$ cat config.mk
export PLATFORM = sky130hd
export DESIGN_NAME = score_scan_mux
export DESIGN_NICKNAME = d
export VERILOG_FILES = /design/src/rtl/score_scan_mux_pkg.sv /design/src/rtl/score_scan_mux_bin2bcd_seq.sv /design/src/rtl/score_scan_mux.sv
export SDC_FILE = /design/constraint.sdc
export NUM_CORES = 1
export LEC_CHECK = 0
export CORE_UTILIZATION = 55
export CTS_BUF_LIST = sky130_fd_sc_hd__clkbuf_8 sky130_fd_sc_hd__clkbuf_16
export CTS_CLUSTER_SIZE = 30
export DETAILED_ROUTE_END_ITERATION = 7
export PLACE_DENSITY = 0.8
export SLEW_MARGIN = 20
export SYNTH_ARGS = -nofsm -noshare
export SYNTH_HDL_FRONTEND = slang
export SYNTH_SLANG_ARGS = --single-unit
$ cat constraint.sdc
create_clock -name clk -period 5.2 [get_ports clk]
set_input_delay 1.56 -clock clk [delete_from_list [all_inputs] [get_ports clk]]
set_output_delay 1.56 -clock clk [all_outputs]
set_load 0.005 [all_outputs]
$ cat src/rtl/score_scan_mux_pkg.sv
// Shared types and constants for the score display path (FSM states, clamp limit, conversion length).
// Latency: none (declarations only).
// Backpressure: not applicable.
package score_scan_mux_pkg;

    typedef enum logic [1:0] {
        IDLE = 2'd0,
        CONV = 2'd1,
        LOAD = 2'd2
    } state_t;

    localparam int SCORE_W     = 14;
    localparam int BCD_W       = 16;
    localparam int SCORE_MAX   = 9999;
    localparam int CONV_CYCLES = 14;
    localparam int CNT_W       = 4;

    function automatic logic [SCORE_W-1:0] clamp_score(input logic [SCORE_W-1:0] s);
        return (s > SCORE_W'(SCORE_MAX)) ? SCORE_W'(SCORE_MAX) : s;
    endfunction

endpackage

$ cat src/rtl/score_scan_mux_bin2bcd_seq.sv
// Sequential double-dabble converter: 14-bit binary to four packed BCD digits.
// Latency: start edge loads, then 14 shift-add-3 edges; done is high during the cycle before the last edge.
// Backpressure: none; a new start restarts the conversion unconditionally.
module bin2bcd_seq
    import score_scan_mux_pkg::*;
(
    input  logic               clk,
    input  logic               rst,
    input  logic               start,
    input  logic [SCORE_W-1:0] bin,
    output logic               busy,
    output logic               done,
    output logic [BCD_W-1:0]   bcd
);

    logic [SCORE_W-1:0] bin_sr;
    logic [BCD_W-1:0]   bcd_sr;
    logic [BCD_W-1:0]   bcd_adj;
    logic [CNT_W-1:0]   cnt;
    logic               run;

    // Add 3 to any digit >= 5 so the following left shift carries correctly into the next digit.
    always_comb begin
        bcd_adj = bcd_sr;
        for (int i = 0; i < 4; i++) begin
            if (bcd_adj[4*i +: 4] >= 4'd5) begin
                bcd_adj[4*i +: 4] = bcd_adj[4*i +: 4] + 4'd3;
            end
        end
    end

    always_ff @(posedge clk) begin
        if (rst) begin
            bin_sr <= '0;
            bcd_sr <= '0;
            cnt    <= '0;
            run    <= 1'b0;
        end else if (start) begin
            bin_sr <= bin;
            bcd_sr <= '0;
            cnt    <= '0;
            run    <= 1'b1;
        end else if (run) begin
            bcd_sr <= {bcd_adj[BCD_W-2:0], bin_sr[SCORE_W-1]};
            bin_sr <= {bin_sr[SCORE_W-2:0], 1'b0};
            cnt    <= cnt + CNT_W'(1);
            if (cnt == CNT_W'(CONV_CYCLES - 1)) begin
                run <= 1'b0;
            end
        end
    end

    assign busy = run;
    assign done = run && (cnt == CNT_W'(CONV_CYCLES - 1));
    assign bcd  = bcd_sr;

endmodule

$ cat src/rtl/score_scan_mux.sv
// Score to 4-digit multiplexed 7-seg driver; optional leading-zero blanking under LEADING_ZERO_BLANK_EN.
// Latency: strobe at edge N -> display register updated at edge N+15; scan outputs registered one cycle.
// Backpressure: none; strobes while busy are held in a one-deep pending slot, last value wins.
module score_scan_mux
    import score_scan_mux_pkg::*;
#(
    parameter int REFRESH_DIV = 50000
) (
    input  logic               clk,
    input  logic               rst,
    input  logic [SCORE_W-1:0] score,
    input  logic               score_vld,
    output logic               busy,
    output logic [3:0]         digit_nib,
    output logic [3:0]         digit_sel
);

    localparam int DIV_W = (REFRESH_DIV > 2) ? $clog2(REFRESH_DIV) : 1;

    state_t             state, state_nxt;
    logic               pend;
    logic [SCORE_W-1:0] pend_val;
    logic [BCD_W-1:0]   disp;
    logic               conv_start;
    logic [SCORE_W-1:0] conv_val;
    logic               conv_busy;
    logic               conv_done;
    logic [BCD_W-1:0]   conv_bcd;

    logic [DIV_W-1:0]   div;
    logic [1:0]         idx;
    logic [3:0]         sel_nxt;

    bin2bcd_seq u_bin2bcd (
        .clk   (clk),
        .rst   (rst),
        .start (conv_start),
        .bin   (conv_val),
        .busy  (conv_busy),
        .done  (conv_done),
        .bcd   (conv_bcd)
    );

    // A strobe arriving in LOAD is newer than any pending value, so it is started directly.
    always_comb begin
        state_nxt  = state;
        conv_start = 1'b0;
        conv_val   = clamp_score(score);
        case (state)
            IDLE: begin
                if (score_vld) begin
                    conv_start = 1'b1;
                    state_nxt  = CONV;
                end
            end
            CONV: begin
                if (conv_done) begin
                    state_nxt = LOAD;
                end else if (!conv_busy) begin
                    state_nxt = IDLE;
                end
            end
            LOAD: begin
                if (pend || score_vld) begin
                    conv_start = 1'b1;
                    state_nxt  = CONV;
                    if (!score_vld) begin
                        conv_val = pend_val;
                    end
                end else begin
                    state_nxt = IDLE;
                end
            end
            default: state_nxt = IDLE;
        endcase
    end

    always_ff @(posedge clk) begin
        if (rst) begin
            state    <= IDLE;
            pend     <= 1'b0;
            pend_val <= '0;
            disp     <= '0;
        end else begin
            state <= state_nxt;
            if (state == LOAD) begin
                disp <= conv_bcd;
                pend <= 1'b0;
            end else if (score_vld && (state != IDLE)) begin
                pend     <= 1'b1;
                pend_val <= clamp_score(score);
            end
        end
    end

    assign busy = (state != IDLE);

`ifdef LEADING_ZERO_BLANK_EN
    logic [1:0] msd;

    always_comb begin
        msd = 2'd0;
        for (int i = 1; i < 4; i++) begin
            if (disp[4*i +: 4] != 4'd0) begin
                msd = 2'(i);
            end
        end
        sel_nxt = (idx > msd) ? 4'b1111 : ~(4'b0001 << idx);
    end
`else
    always_comb begin
        sel_nxt = ~(4'b0001 << idx);
    end
`endif

    // Scanner is free-running and never waits on the conversion FSM.
    always_ff @(posedge clk) begin
        if (rst) begin
            div       <= '0;
            idx       <= 2'd0;
            digit_sel <= 4'b1110;
            digit_nib <= 4'h0;
        end else begin
            if (div == DIV_W'(REFRESH_DIV - 1)) begin
                div <= '0;
                idx <= idx + 2'd1;
            end else begin
                div <= div + DIV_W'(1);
            end
            digit_sel <= sel_nxt;
            digit_nib <= disp[{idx, 2'b00} +: 4];
        end
    end

endmodule

# After elaboration in Yosys (flattened, before gate mapping)
# Cells that the tools add are included.
word_totals:
  ff_bits: 94
  input_bits: 17
  out_inout_bits: 9
  elab_cells: 66
classes:
  n_addsub: 7
  order_cmp: 5
  eq_ne: 6
  n_shift: 2
  muxes: 21
  n_bitwise: 2
  n_reduce_logical: 11
ops:
  columns: ["op", "n"]
  rows:
  - ["$mux 14", 6]
  - ["$add 16x1->16 const B", 1]
  - ["$eq 16x16->1 const B", 1]
  - ["$ge 4x3->1 const B", 4]
  - ["$shiftx 16x5->4", 1]
  - ["$gt 14x14->1 const B", 1]
  - ["$add 4x2->4 const B", 3]
  - ["$mux 4", 3]
  - ["$mux 1", 6]
  - ["$mux 2", 3]
  - ["$pmux 2 s3", 1]
  - ["$reduce_or 2->1", 3]
  - ["$add 4x1->4 const B", 1]
  - ["$eq 4x4->1 const B", 1]
  - ["$not 4->4", 1]
  - ["$reduce_and 2->1", 2]
  - ["$reduce_bool 2->1", 2]
  - ["$shl 1x2->4 const A", 1]
  - ["$add 3x2->3 const B", 1]
  - ["$mux 3", 1]
  - ["$ne 3x3->1 const B", 1]
  - ["$add 2x1->2 const B", 1]
  - ["$eq 2x1->1 const B", 1]
  - ["$eq 2x2->1 const B", 1]
  - ["other kinds (6)", 7]

# Longest topological paths before layout
depth:
  word_depth: 6
  ltp_mapped: 6
  ltp_nobuf: 6

# Hierarchy
# Synthesis repeated with hierarchy kept, for this count alone.
unflattened:
  cells_unflattened: 510
  area_unflattened_um2: 4470.5
modules_own_cells:
  columns: ["mod", "n_inst", "cells_each", "area_per_inst_um2"]
  rows:
  - ["score_scan_mux", 1, 291, 2518.7]
  - ["bin2bcd_seq", 1, 219, 1951.9]

# Worst setup path after synthesis
# Ideal clock, no wire load.
synth_timing:
  path_kind: "input-to-reg"
  from: "in score[7]"
  to: "reg u_bin2bcd.bin_sr[4]"
  setup_time_ps: 86
  t_arrival_ps: 2674
  slack_ps: 2441
  cell_stages: 4
  cell_sequence: "or4_4 > a211oi_4 > a221oi_1 > a211oi_1"
synth_via:
  elab_chain_cells: 6
synth_lines:
  columns: ["element", "line", "text"]
  rows:
  - ["start: declaration", "score_scan_mux.sv:11", "input logic [SCORE_W-1:0] score,"]
  - ["$gt 14x14->1 *", "score_scan_mux_pkg.sv:19", "return (s > SCORE_W'(SCORE_MAX)) ? SCORE_W'(SCORE_MAX) : s;"]
  - ["$mux 14 *", "score_scan_mux_pkg.sv:19", null]
  - ["$mux 14", "score_scan_mux.sv:67", "if (!score_vld) begin"]
  - ["$mux 14", "score_scan_mux.sv:64", "if (pend || score_vld) begin"]
  - ["$mux 14 *", "score_scan_mux.sv:49", "case (state)"]
  - ["$mux 14 *", "score_scan_mux_bin2bcd_seq.sv:38", "end else if (start) begin"]
  - ["end signal: assignment", "score_scan_mux_bin2bcd_seq.sv:39", "bin_sr <= bin;"]
  - ["end signal: assignment", "score_scan_mux_bin2bcd_seq.sv:45", "bin_sr <= {bin_sr[SCORE_W-2:0], 1'b0};"]
  - ["end: declaration", "score_scan_mux_bin2bcd_seq.sv:16", "logic [SCORE_W-1:0] bin_sr;"]
# Every way passes the cells marked *; elsewhere a longest branch is shown, timed or not.
# A chain may end at the register's enable or synchronous reset.

# Final worst setup path
layout_timing:
  from: "in score_vld"
  to: "reg u_bin2bcd.bin_sr[0]"
layout_via:
  elab_chain_cells: 4
layout_lines:
  columns: ["element", "line", "text"]
  rows:
  - ["start: declaration", "score_scan_mux.sv:12", "input logic score_vld,"]
  - ["$logic_or 1x1->1 / $mux 14 (equally long branches)", "score_scan_mux.sv:64, score_scan_mux.sv:67", null]
  - ["$mux 1 / $mux 14 (equally long branches)", "score_scan_mux.sv:64", null]
  - ["$pmux 1 s2 / $mux 14 (equally long branches)", "score_scan_mux.sv:49", null]
  - ["$mux 14 / $reduce_bool 2->1 (equally long branches)", null, null]
# Parallel ways exist; a longest one is shown, timed or not.

==> run summary <==
Status - completed
Critical path arrival - 3.42 ns
Post-Layout Cell Count - 596
DIE WIDTH - 89.6 um
Die area - 8030 um^2
Sw Pwr - 306 uW
Post-DP HPWL - 5460 um
Design Power - 1.25 mW
Final-report hold violation count - 0
Switching part of the total power - 24.4%
DP Cell Count - 582
Clk pwr share - 31.9%
Met3 WL - 259 um
Unrepaired setup endpoints after global routing - false
Leak - 1.54 nW
Post-CTS Setup Repair Bufs - 0
Synth top cells by count - dfxtp_1, nand2_1, nor2_1, a21oi_1, clkbuf_1
PD cells - 270 nW/um^2
Detail Route Antenna Nets - 0
Internal - 947 uW
Critical Path Start Type - primary input
Max Freq - 309 MHz
H-tree Lvls - 3
Clock sinks - 94
Buffers and inverters on the worst path - 1
Metal2 WL - 4010 um
Syn Nets - 518
Resize count post-CTS - 0
Row count - 31
YS warnings - 0
Initial antenna violation count - 0
Gr ovfl total - 0
Comb pwr share - 8.2%
Main flop type after synthesis - dfxtp_1
Async set-reset flop share out of synthesis - 0%
Mapped Avg Cell Area - 8.69 um^2
Max Slew Vio Count - 0
WL met1 - 3660 um
Initial Util - 57.6%
CP Cell Sequence - clkdlybuf4s50_1, a21oi_1, or2_2, nand2b_1, o32ai_1
Height of the chip - 89.6 um
Worst-path clk slew - 0.09 ns
Synth-to-layout area growth - 9.84%
Sequential fraction of the synthesis area - 44.6%
TritonRoute pass-1 iters - 4
CP max-delay cell - nand2b_1
Avg WL per Cell - 13.4 um
Final Wtd Congestion - 0.759
Inserted Clock Buffers - 9
DR iter-0 viols - 177
Proportion of layout cells with a drive suffix above 1 - 5.84%
N_diodes - 0
Setup_tns - 0 ns
Clock latency on the worst-skew pair - 0.35 ns
Final Util - 63.3%
WHS - 0.456 ns
Largest net degree at the start of global routing - 62
Vias in the first global route - 2940
Total GRT Usage - 21.7%
Cell area after synthesis - 4220 um^2
Setup Viol. Count Final - 0
Final setup skew - 0.0134 ns
Buffers on Ports - 25
Core area - 7330 um^2
Vias - 3316
Synth Instances - 486
Post-synth EDFFs - 0
Clock tree buffer depth - 2
Seq pwr share - 59.9%
Crit Path Max Fanout - 21
Req. time, crit path - 5.39 ns
Synth top area share - 44.6%
Worst setup EP type - register
Post-synthesis register bit count - 94
Hold crit path type - register to register
Max VDD drop - 0.161 mV
Ports - 26
Worst-margin pin slew - 0.874 ns
MaxCap Viol Count - 0
DRC errors left - 0
Relative slew slack - 41.6%
Critical path class - primary input to register
First-pass GRT wire length - 13400 um
Crit-path leading delay family - simple AND/OR/NAND/NOR gates
Cell with the most instances after synthesis - dfxtp_1
DR vias/cell - 5.56
Final net count - 526
Final Cycle Share - 62.2%
CTS tree - built
Critical Path Max Stage Delay - 0.64 ns
Cts hold-fix bufs - 0
Uppermost routed layer - met4
WL final - 7980 um
Top post-synthesis cells by area - dfxtp_1, nand2_1, a21oi_1
Yosys cell types - 47
Final min period - 3.23 ns
CTS root buf - clkbuf_8
Dominant cell type by area after synthesis - dfxtp_1
## path summary, 6_finish.rpt
kind,from,end,slack [ns],depth (start not counted)
worst max-delay path,score_vld,u_bin2bcd.bin_sr[0]$_SDFFE_PP0P_,1.97,5
worst min register to register,disp[9]$_SDFFE_PP0P_,disp[9]$_SDFFE_PP0P_,0.46,2
worst max register to register,state[1]$_SDFFE_PP0P_,u_bin2bcd.bin_sr[0]$_SDFFE_PP0P_,3.17,4
worst min-delay path,disp[9]$_SDFFE_PP0P_,disp[9]$_SDFFE_PP0P_,0.46,2
## power groups by stage
| stage | Combinational, mW | Sequential (mW) | Clock [mW] |
|---|---|---|---|
| after floorplan | 0.0751 | 0.763 | 0 |
| after global placement | 0.0988 | 0.767 | 0 |
| after detailed placement | 0.101 | 0.767 | 0 |
| after CTS | 0.102 | 0.750 | 0.414 |
| after global routing | 0.115 | 0.753 | 0.446 |
| final | 0.103 | 0.751 | 0.400 |
## sequential cells by signal, indices dropped and copies added (netlist names)
signal / count
digit_nib: 4
u_bin2bcd.bin_sr: 14
idx: 2
u_bin2bcd.busy: 1
pend: 1
disp: 16
state: 2
div: 16
digit_sel: 4
u_bin2bcd.bcd: 16
u_bin2bcd.cnt: 4
pend_val: 14
## logic make-up (layout without fill, tap and decap cells)
kind of cell,count (synthesis),after routing,share of synthesized area (%)
buffers and inverters,46,57,4.33
and+or+nand+nor,198,198,22.6
xor gates and xnor gates,21,21,4.36
muxes,16,16,5.10
adders and majority gates,15,15,4.45
AOI/OAI and AO/OA,96,96,14.6
DFF,94,94,44.6
## area by class of cell
cell class	instances	area (um^2)
clock buffer	9	124
timing repair buffer	27	260
clock inverter	5	30.0
sequential	94	1880
fill	606	2690
multi-input combinational	346	2160
tap	99	124
inverter	16	60.1
## worst reg2reg max path, stage by stage, from the launching register on
cell	delay, ns
dfxtp_1	0.47
a21oi_1	0.12
or2_2	0.44
nand2b_1	0.65
o32ai_1	0.20
## layer usage
metal | vias to the layer above | global-route usage (%)
li1 | 1700 | -
met1 | 1554 | 27.3
met2 | 58 | 37.1
met3 | 4 | 5.30
met4 | 0 | 6.20
met5 | - | 0
## through the flow
| stage | area [um^2] | setup WS [ns] |
|---|---|---|
| finish | 4640 | 1.97 |
| floorplan | 4220 | 2.44 |
| CTS | 4640 | 1.99 |
| global placement | 4480 | 1.64 |
| global route | 4640 | 1.86 |
| detailed placement | 4480 | 1.62 |
## cells in the final DEF (no fill, tap or decap), drive strengths merged, types with 2 or more instances in the layout
cell / synthesis / final
dfxtp: 94 / 94
nand2: 65 / 65
nor2: 47 / 47
a21oi: 38 / 38
clkdlybuf4s50: 0 / 24
a211oi: 18 / 18
nand3: 17 / 17
inv: 15 / 16
xnor2: 16 / 16
nor3: 15 / 15
ha: 15 / 15
nand2b: 13 / 13
o21ai: 13 / 13
nor2b: 9 / 9
clkbuf: 19 / 9
mux2i: 8 / 8
nand4: 6 / 6
nor4: 5 / 5
or3: 5 / 5
xor2: 5 / 5
mux2: 4 / 4
a31oi: 4 / 4
nor3b: 4 / 4
a22oi: 4 / 4
mux4: 4 / 4
a311oi: 4 / 4
a221oi: 4 / 4
clkinv: 1 / 4
buf: 11 / 3
or2: 2 / 2
o211ai: 2 / 2
a21o: 2 / 2
a211o: 2 / 2
nor4b: 2 / 2
o221ai: 2 / 2
No activity file was read; power rests on OpenSTA's default activity.
